<file path="src/rtl/subtract_pkg.sv">
// Shared constants and the per-stage pipeline record for the borrow-select subtractor.
package subtract_pkg;
  localparam int DEF_WIDTH = 16;
  localparam int DEF_SLICE = 4;
  // Widest operand the stage record can carry; narrower instances use the low bits.
  localparam int SUB_MAX_W = 64;

  // One pipeline stage: valid, resolved low difference bits, operands still to be
  // resolved, pending borrow, operand sign bits and the overflow flag.
  typedef struct packed {
    logic                 vld;
    logic [SUB_MAX_W-1:0] diff;
    logic [SUB_MAX_W-1:0] rem_a;
    logic [SUB_MAX_W-1:0] rem_b;
    logic                 borrow;
    logic                 a_msb;
    logic                 b_msb;
    logic                 ovf;
  } stage_t;
endpackage

</file>
<file path="src/rtl/borrow_select_slice.sv">
// Combinational SLICE-bit borrow-select subtractor: both borrow-in outcomes are
// computed by ripple chains, and the real borrow picks one.
module borrow_select_slice #(
  parameter int SLICE = 4
) (
  input  logic [SLICE-1:0] i_a,
  input  logic [SLICE-1:0] i_b,
  input  logic             i_bin,
  output logic [SLICE-1:0] o_d,
  output logic             o_bout
);
  logic [SLICE-1:0] w_d0, w_d1;
  logic             w_b0, w_b1;

  // Two ripple subtractors, borrow-in fixed at 0 and at 1.
  always_comb begin
    logic br0, br1;
    br0  = 1'b0;
    br1  = 1'b1;
    w_d0 = '0;
    w_d1 = '0;
    for (int i = 0; i < SLICE; i++) begin
      w_d0[i] = i_a[i] ^ i_b[i] ^ br0;
      w_d1[i] = i_a[i] ^ i_b[i] ^ br1;
      br0     = (~i_a[i] & i_b[i]) | (~(i_a[i] ^ i_b[i]) & br0);
      br1     = (~i_a[i] & i_b[i]) | (~(i_a[i] ^ i_b[i]) & br1);
    end
    w_b0 = br0;
    w_b1 = br1;
  end

  assign o_d    = i_bin ? w_d1 : w_d0;
  assign o_bout = i_bin ? w_b1 : w_b0;
endmodule

</file>
<file path="src/rtl/pipelined_borrow_select_subtractor.sv">
// Pipelined d = a - b - bin, one SLICE resolved per stage, valid/ready on both sides.
// Stage register k holds slices 0..k resolved; the last stage register is the output.
module pipelined_borrow_select_subtractor
  import subtract_pkg::*;
#(
  parameter  int WIDTH  = DEF_WIDTH,
  parameter  int SLICE  = DEF_SLICE,
  localparam int STAGES = WIDTH / SLICE
) (
  input  logic             clk,
  input  logic             rst,
  input  logic             in_valid,
  output logic             in_ready,
  input  logic [WIDTH-1:0] a,
  input  logic [WIDTH-1:0] b,
  input  logic             bin,
  output logic             out_valid,
  input  logic             out_ready,
  output logic [WIDTH-1:0] d,
  output logic             bout,
  output logic             ovf
);
  stage_t            r_stg [STAGES];
  logic [STAGES:0]   w_ready;

  // Ready chain: a stage accepts when empty or when its contents move downstream.
  always_comb begin
    w_ready         = '0;
    w_ready[STAGES] = out_ready;
    for (int k = STAGES - 1; k >= 0; k--)
      w_ready[k] = ~r_stg[k].vld | w_ready[k+1];
  end

  for (genvar k = 0; k < STAGES; k++) begin : g_stage
    stage_t           w_src, w_nxt;
    logic [SLICE-1:0] w_sd;
    logic             w_sb;

    if (k == 0) begin : g_head
      // Stage 0 takes operands straight from the input port.
      always_comb begin
        w_src                   = '0;
        w_src.vld               = in_valid;
        w_src.rem_a[WIDTH-1:0]  = a;
        w_src.rem_b[WIDTH-1:0]  = b;
        w_src.borrow            = bin;
        w_src.a_msb             = a[WIDTH-1];
        w_src.b_msb             = b[WIDTH-1];
      end
    end else begin : g_body
      assign w_src = r_stg[k-1];
    end

    borrow_select_slice #(.SLICE(SLICE)) u_slice (
      .i_a    (w_src.rem_a[k*SLICE +: SLICE]),
      .i_b    (w_src.rem_b[k*SLICE +: SLICE]),
      .i_bin  (w_src.borrow),
      .o_d    (w_sd),
      .o_bout (w_sb)
    );

    // Merge the resolved slice; ovf is only meaningful once the top slice is in.
    always_comb begin
      w_nxt                        = w_src;
      w_nxt.diff[k*SLICE +: SLICE] = w_sd;
      w_nxt.borrow                 = w_sb;
      w_nxt.ovf                    = (w_src.a_msb ^ w_src.b_msb) &
                                     (w_nxt.diff[WIDTH-1] ^ w_src.a_msb);
    end

    // Advance when ready; a bubble only clears valid so held data never glitches.
    always_ff @(posedge clk or posedge rst) begin
      if (rst)
        r_stg[k] <= '0;
      else if (w_ready[k]) begin
        if (w_src.vld) r_stg[k]     <= w_nxt;
        else           r_stg[k].vld <= 1'b0;
      end
    end
  end

  assign in_ready  = w_ready[0];
  assign out_valid = r_stg[STAGES-1].vld;
  assign d         = r_stg[STAGES-1].diff[WIDTH-1:0];
  assign bout      = r_stg[STAGES-1].borrow;
  assign ovf       = r_stg[STAGES-1].ovf;
endmodule

</file>
<file path="config.mk">
export PLATFORM = sky130hd
export DESIGN_NAME = pipelined_borrow_select_subtractor
export DESIGN_NICKNAME = d
export VERILOG_FILES = /design/src/rtl/subtract_pkg.sv /design/src/rtl/borrow_select_slice.sv /design/src/rtl/pipelined_borrow_select_subtractor.sv
export SDC_FILE = /design/constraint.sdc
export NUM_CORES = 1
export LEC_CHECK = 0
export BUFFER_PORTS_ARGS = -buffer_cell sky130_fd_sc_hd__buf_2
export CAP_MARGIN = 20
export CORE_UTILIZATION = 61
export CTS_BUF_LIST = sky130_fd_sc_hd__clkbuf_8 sky130_fd_sc_hd__clkbuf_16
export CTS_CLUSTER_SIZE = 20
export DETAILED_ROUTE_END_ITERATION = 7
export PLACE_DENSITY = 0.84
export SYNTH_ARGS = -nofsm -noshare
export SYNTH_HDL_FRONTEND = slang
export SYNTH_SLANG_ARGS = --single-unit
</file>
<file path="constraint.sdc">
create_clock -name clk -period 7.2 [get_ports clk]
set_input_delay 1.44 -clock clk [delete_from_list [all_inputs] [get_ports clk]]
set_output_delay 1.44 -clock clk [all_outputs]
set_load 0.03 [all_outputs]
</file>
## Word-level counts from Yosys, hierarchy flattened

Index checks and enable logic that the tools add are counted.

| word-level totals | value |
|---|---|
| bits in registers | 151 |
| input bits | 37 |

| operators by class | value |
|---|---|
| muxes and demuxes | 12 |
| reductions and logical operators | 4 |
| bitwise gates (word level) | 151 |

Operators with widths:

| cell | number |
|---|---|
| bitwise XOR 1 bit | 42 |
| bitwise AND 1 bit | 41 |
| NOT 1 bit | 36 |
| OR 1 bit | 32 |
| two-way mux 4 bit | 4 |
| two-way mux 1 bit | 8 |
| AND reduction 2 bit | 4 |

## Logic depth before layout (Yosys ltp)

| logic depth | value |
|---|---|
| depth in word-level cells | 11 |
| mapped depth | 11 |
| depth with buffers taken out | 11 |

## Hierarchy

A second synthesis with hierarchy kept.

| unflattened totals | value |
|---|---|
| cell total of the unflattened synthesis | 283 |
| area total of the unflattened synthesis | 4240.3 um^2 |

By module, submodules not included:

| module | instances | seq. area each (um^2) | cells each | area each (um^2) |
|---|---|---|---|---|
| pipelined_borrow_select_subtractor | 1 | 2427.3 | 215 | 3689.8 |
| borrow_select_slice at g_stage[0].u_slice ... | 3 | 0.0 | 17 | 136.4 |
| borrow_select_slice at g_stage[3].u_slice | 1 | 0.0 | 17 | 141.4 |

## Least setup slack after synthesis

Ideal clock, no wire load.

| timing | value |
|---|---|
| path type | input to output |
| start | in out_ready |
| end | out in_ready |
| path slack | 3.753 ns |
| cell stages on the path | 2 |
| arrival time | 2.007 ns |
| path through | and4b_1 nand2_1 |

| between the ends | value |
|---|---|
| word-level cells in the longest chain between the ends | 4 |

Ends and longest elaborated chain:

| element | RTL line | source |
|---|---|---|
| from (decl) | pipelined_borrow_select_subtractor.sv:18 | `input logic out_ready,` |
| OR 1 bit (4 in series) | pipelined_borrow_select_subtractor.sv:31 | `w_ready[k] = ~r_stg[k].vld \| w_ready[k+1];` |
| to (decl) | pipelined_borrow_select_subtractor.sv:13 | `output logic in_ready,` |

No other way between the ends.

## Worst setup path after layout

Ends and elaborated chain as after synthesis.

==> impl_metrics.json <==
{
  "drc_errors": 0,
  "layout.nets": 411,
  "ys_types": 28,
  "clkSinkCount": 97,
  "avgViaCountPerCell": 5.35,
  "areaGrowthSynthToFinish_pct": 12.4,
  "hold_class": "flip-flop to flip-flop",
  "wl_met1_mm": 2.92,
  "detail_route.wl_per_cell_um": 15.5,
  "cts_tree": "built",
  "cts_setup_buffers": 0,
  "synth_area_um2": 4220,
  "die_y_um": 85.1,
  "syn_area_per_cell_um2": 14.3,
  "crit_fanout": 5,
  "peakVddDrop_uv": 224,
  "grt_pass1_wl_mm": 11.8,
  "synth_edf_count": 0,
  "critPathRequiredTime_ps": 5760,
  "path_class": "input pin to primary output",
  "syn_inst": 294,
  "io_pins": 57,
  "max_freq_mhz": 266,
  "dr_wl_met3_um": 274,
  "wl_met2_mm": 3.45,
  "clkSlewWorstSetupHoldPaths_ps": 90,
  "routabilityCongestion": 0.732,
  "synth_nets": 352,
  "ys.flop_type": "dfrtp_1",
  "ys_ff_latch": 97,
  "dpl_cell_area_um2": 4530,
  "io_buffers": 56,
  "htreeDepth": 3,
  "relSlewSlack": 0.431,
  "insertion_delay_ps": 360,
  "cts_buffers": 9,
  "fin_crit_sh": 0.522,
  "num_antenna_cells": 0,
  "start_kind": "input pin",
  "power_leakage_uw": 0.00227,
  "cts_resized": 0,
  "drive_above_1_share": 0.416,
  "row_count": 29,
  "end_kind": "primary output",
  "setup_viol": 0,
  "period_needed_ps": 3760,
  "synthArstFlopShare": 1.00,
  "drtIter0Drc": 134,
  "hpwl_mm": 4.71,
  "yosys_warnings": 0,
  "initial_utilization": 0.649,
  "fp.dieW_um": 85.1,
  "die_area_um2": 7250,
  "cts_hold_buf": 0,
  "slew_viol_final": 0,
  "hold_viol_final": 0,
  "track_usage": 0.218,
  "arrival_ps": 2320,
  "status": "finished clean",
  "p_per_area_nw_per_um2": 375,
  "dr.pass1.iters": 4,
  "post-route-util": 0.730,
  "num_vias": 2326,
  "finalSetupTns_ps": 0,
  "cts_buffer_depth": 2,
  "core_area_um2": 6490,
  "cts_root_buffer": "clkbuf_8",
  "grt_pass1_vias": 2523,
  "max_cap_violations": 0,
  "fin_worst_skew_ps": 11.5,
  "dr.max_layer_used": "met4",
  "fin_area_um2": 4740,
  "overflow": 0,
  "drt_wl_total_mm": 6.73,
  "worst_slew_pin_slew_ps": 853,
  "postRouteAntennaNets": 0,
  "grt_max_degree": 72,
  "antenna_found_initial": 0,
  "holdWs_ps": 498,
  "nFillCells": 444,
  "grt_setup_unrepaired": "no",
  "ys_seq_area_frac": 0.576
}
==> worst paths after layout <==
check                      slack, ps  depth (start not counted)             startpoint               endpoint
max in group asynchronous       4980                          3                    rst  g_stage[3].w_nxt[138]
min in group asynchronous       1040                          2                    rst  g_stage[3].w_nxt[133]
setup reg to reg                4520                         11   g_stage[3].w_nxt[80]                    ovf
hold reg to reg                  500                          1  g_stage[2].w_nxt[139]  g_stage[3].w_nxt[139]
setup / recovery                3440                          4              out_ready               in_ready
hold / removal                   500                          1  g_stage[2].w_nxt[139]  g_stage[3].w_nxt[139]
==> layout make-up <==
cell class,count,area (µm²),area share
tap,77,96.3,0.0203
sequential,97,2430,0.512
timing repair buffer,59,303,0.0639
clock inverter,5,55.1,0.0116
inverter,36,138,0.0290
clock buffer,11,151,0.0320
multi-input combinational,150,1570,0.331
==> registers in the layout, indices dropped and copies added, names as in the netlist <==
name / count
bout: 1
d: 16
g_stage.w_src: 3
out_valid: 1
ovf: 1
g_stage.w_nxt: 75
==> through the flow <==
stage / setup WS (ps) / instances / power, µW
6_report: 3440 / 435 / 1780
5_1_grt: 3390 / 435 / 1900
4_1_cts: 3460 / 435 / 1800
3_5_place_dp: 3500 / 419 / 1440
3_3_place_gp: 3480 / 419 / 1400
2_1_floorplan: 3230 / 294 / 1270
==> worst max-delay path, stage by stage <==
cell and delay, ps:
buf_2 110, and4b_1 420, nand2_1 140, buf_2 200
==> layer usage <==
metal  vias up  GRT usage
met1      1177      0.274
met2        50      0.369
li1       1091          -
met3         8     0.0545
met5         -          0
met4         0     0.0832
==> power breakdown <==
group,total [µW],switching [µW],internal [µW]
registers,838,106,732
clock network,357,178,178
logic,581,310,271
==> synth_stat cells, drive strengths merged (2+ instances only) <==
library cell	number	area [µm²]
fa	12	240
ha	9	113
mux2i	8	80.1
a31oi	2	12.5
xnor2	4	35.0
a21oi	3	15.0
nor2	2	15.0
nand2b	2	12.5
inv	36	135
mux2	75	845
nand3	6	30.0
nand2	7	28.8
dfrtp	97	2430
o21ai	15	82.6
buf	11	86.3
==> logic make-up (layout without fill, tap and decap cells) <==
family          count (synthesis)  count (layout)  share of synthesized area
xor+xnor                        5               5                     0.0104
flops                          97              97                      0.576
compound gates                 22              22                     0.0300
mux                            83              83                      0.219
buf+inv                        47             111                     0.0525
fa+ha+maj                      21              21                     0.0837
simple gates                   19              19                     0.0285
==> cells in the final DEF (no fill, tap or decap), types with 2 or more instances in the layout <==
| cell type | n |
|---|---|
| nand2b_1 | 2 |
| buf_2 | 56 |
| dfrtp_1 | 97 |
| inv_1 | 35 |
| mux2_2 | 68 |
| fa_1 | 12 |
| clkbuf_8 | 11 |
| mux2i_1 | 8 |
| xnor2_1 | 4 |
| nand2_1 | 6 |
| buf_4 | 3 |
| o21ai_0 | 13 |
| nand3_1 | 6 |
| ha_1 | 9 |
| o21ai_2 | 2 |
| mux2_1 | 7 |
| a31oi_1 | 2 |
| a21oi_1 | 3 |
No activity file was read; power rests on OpenSTA's default activity.
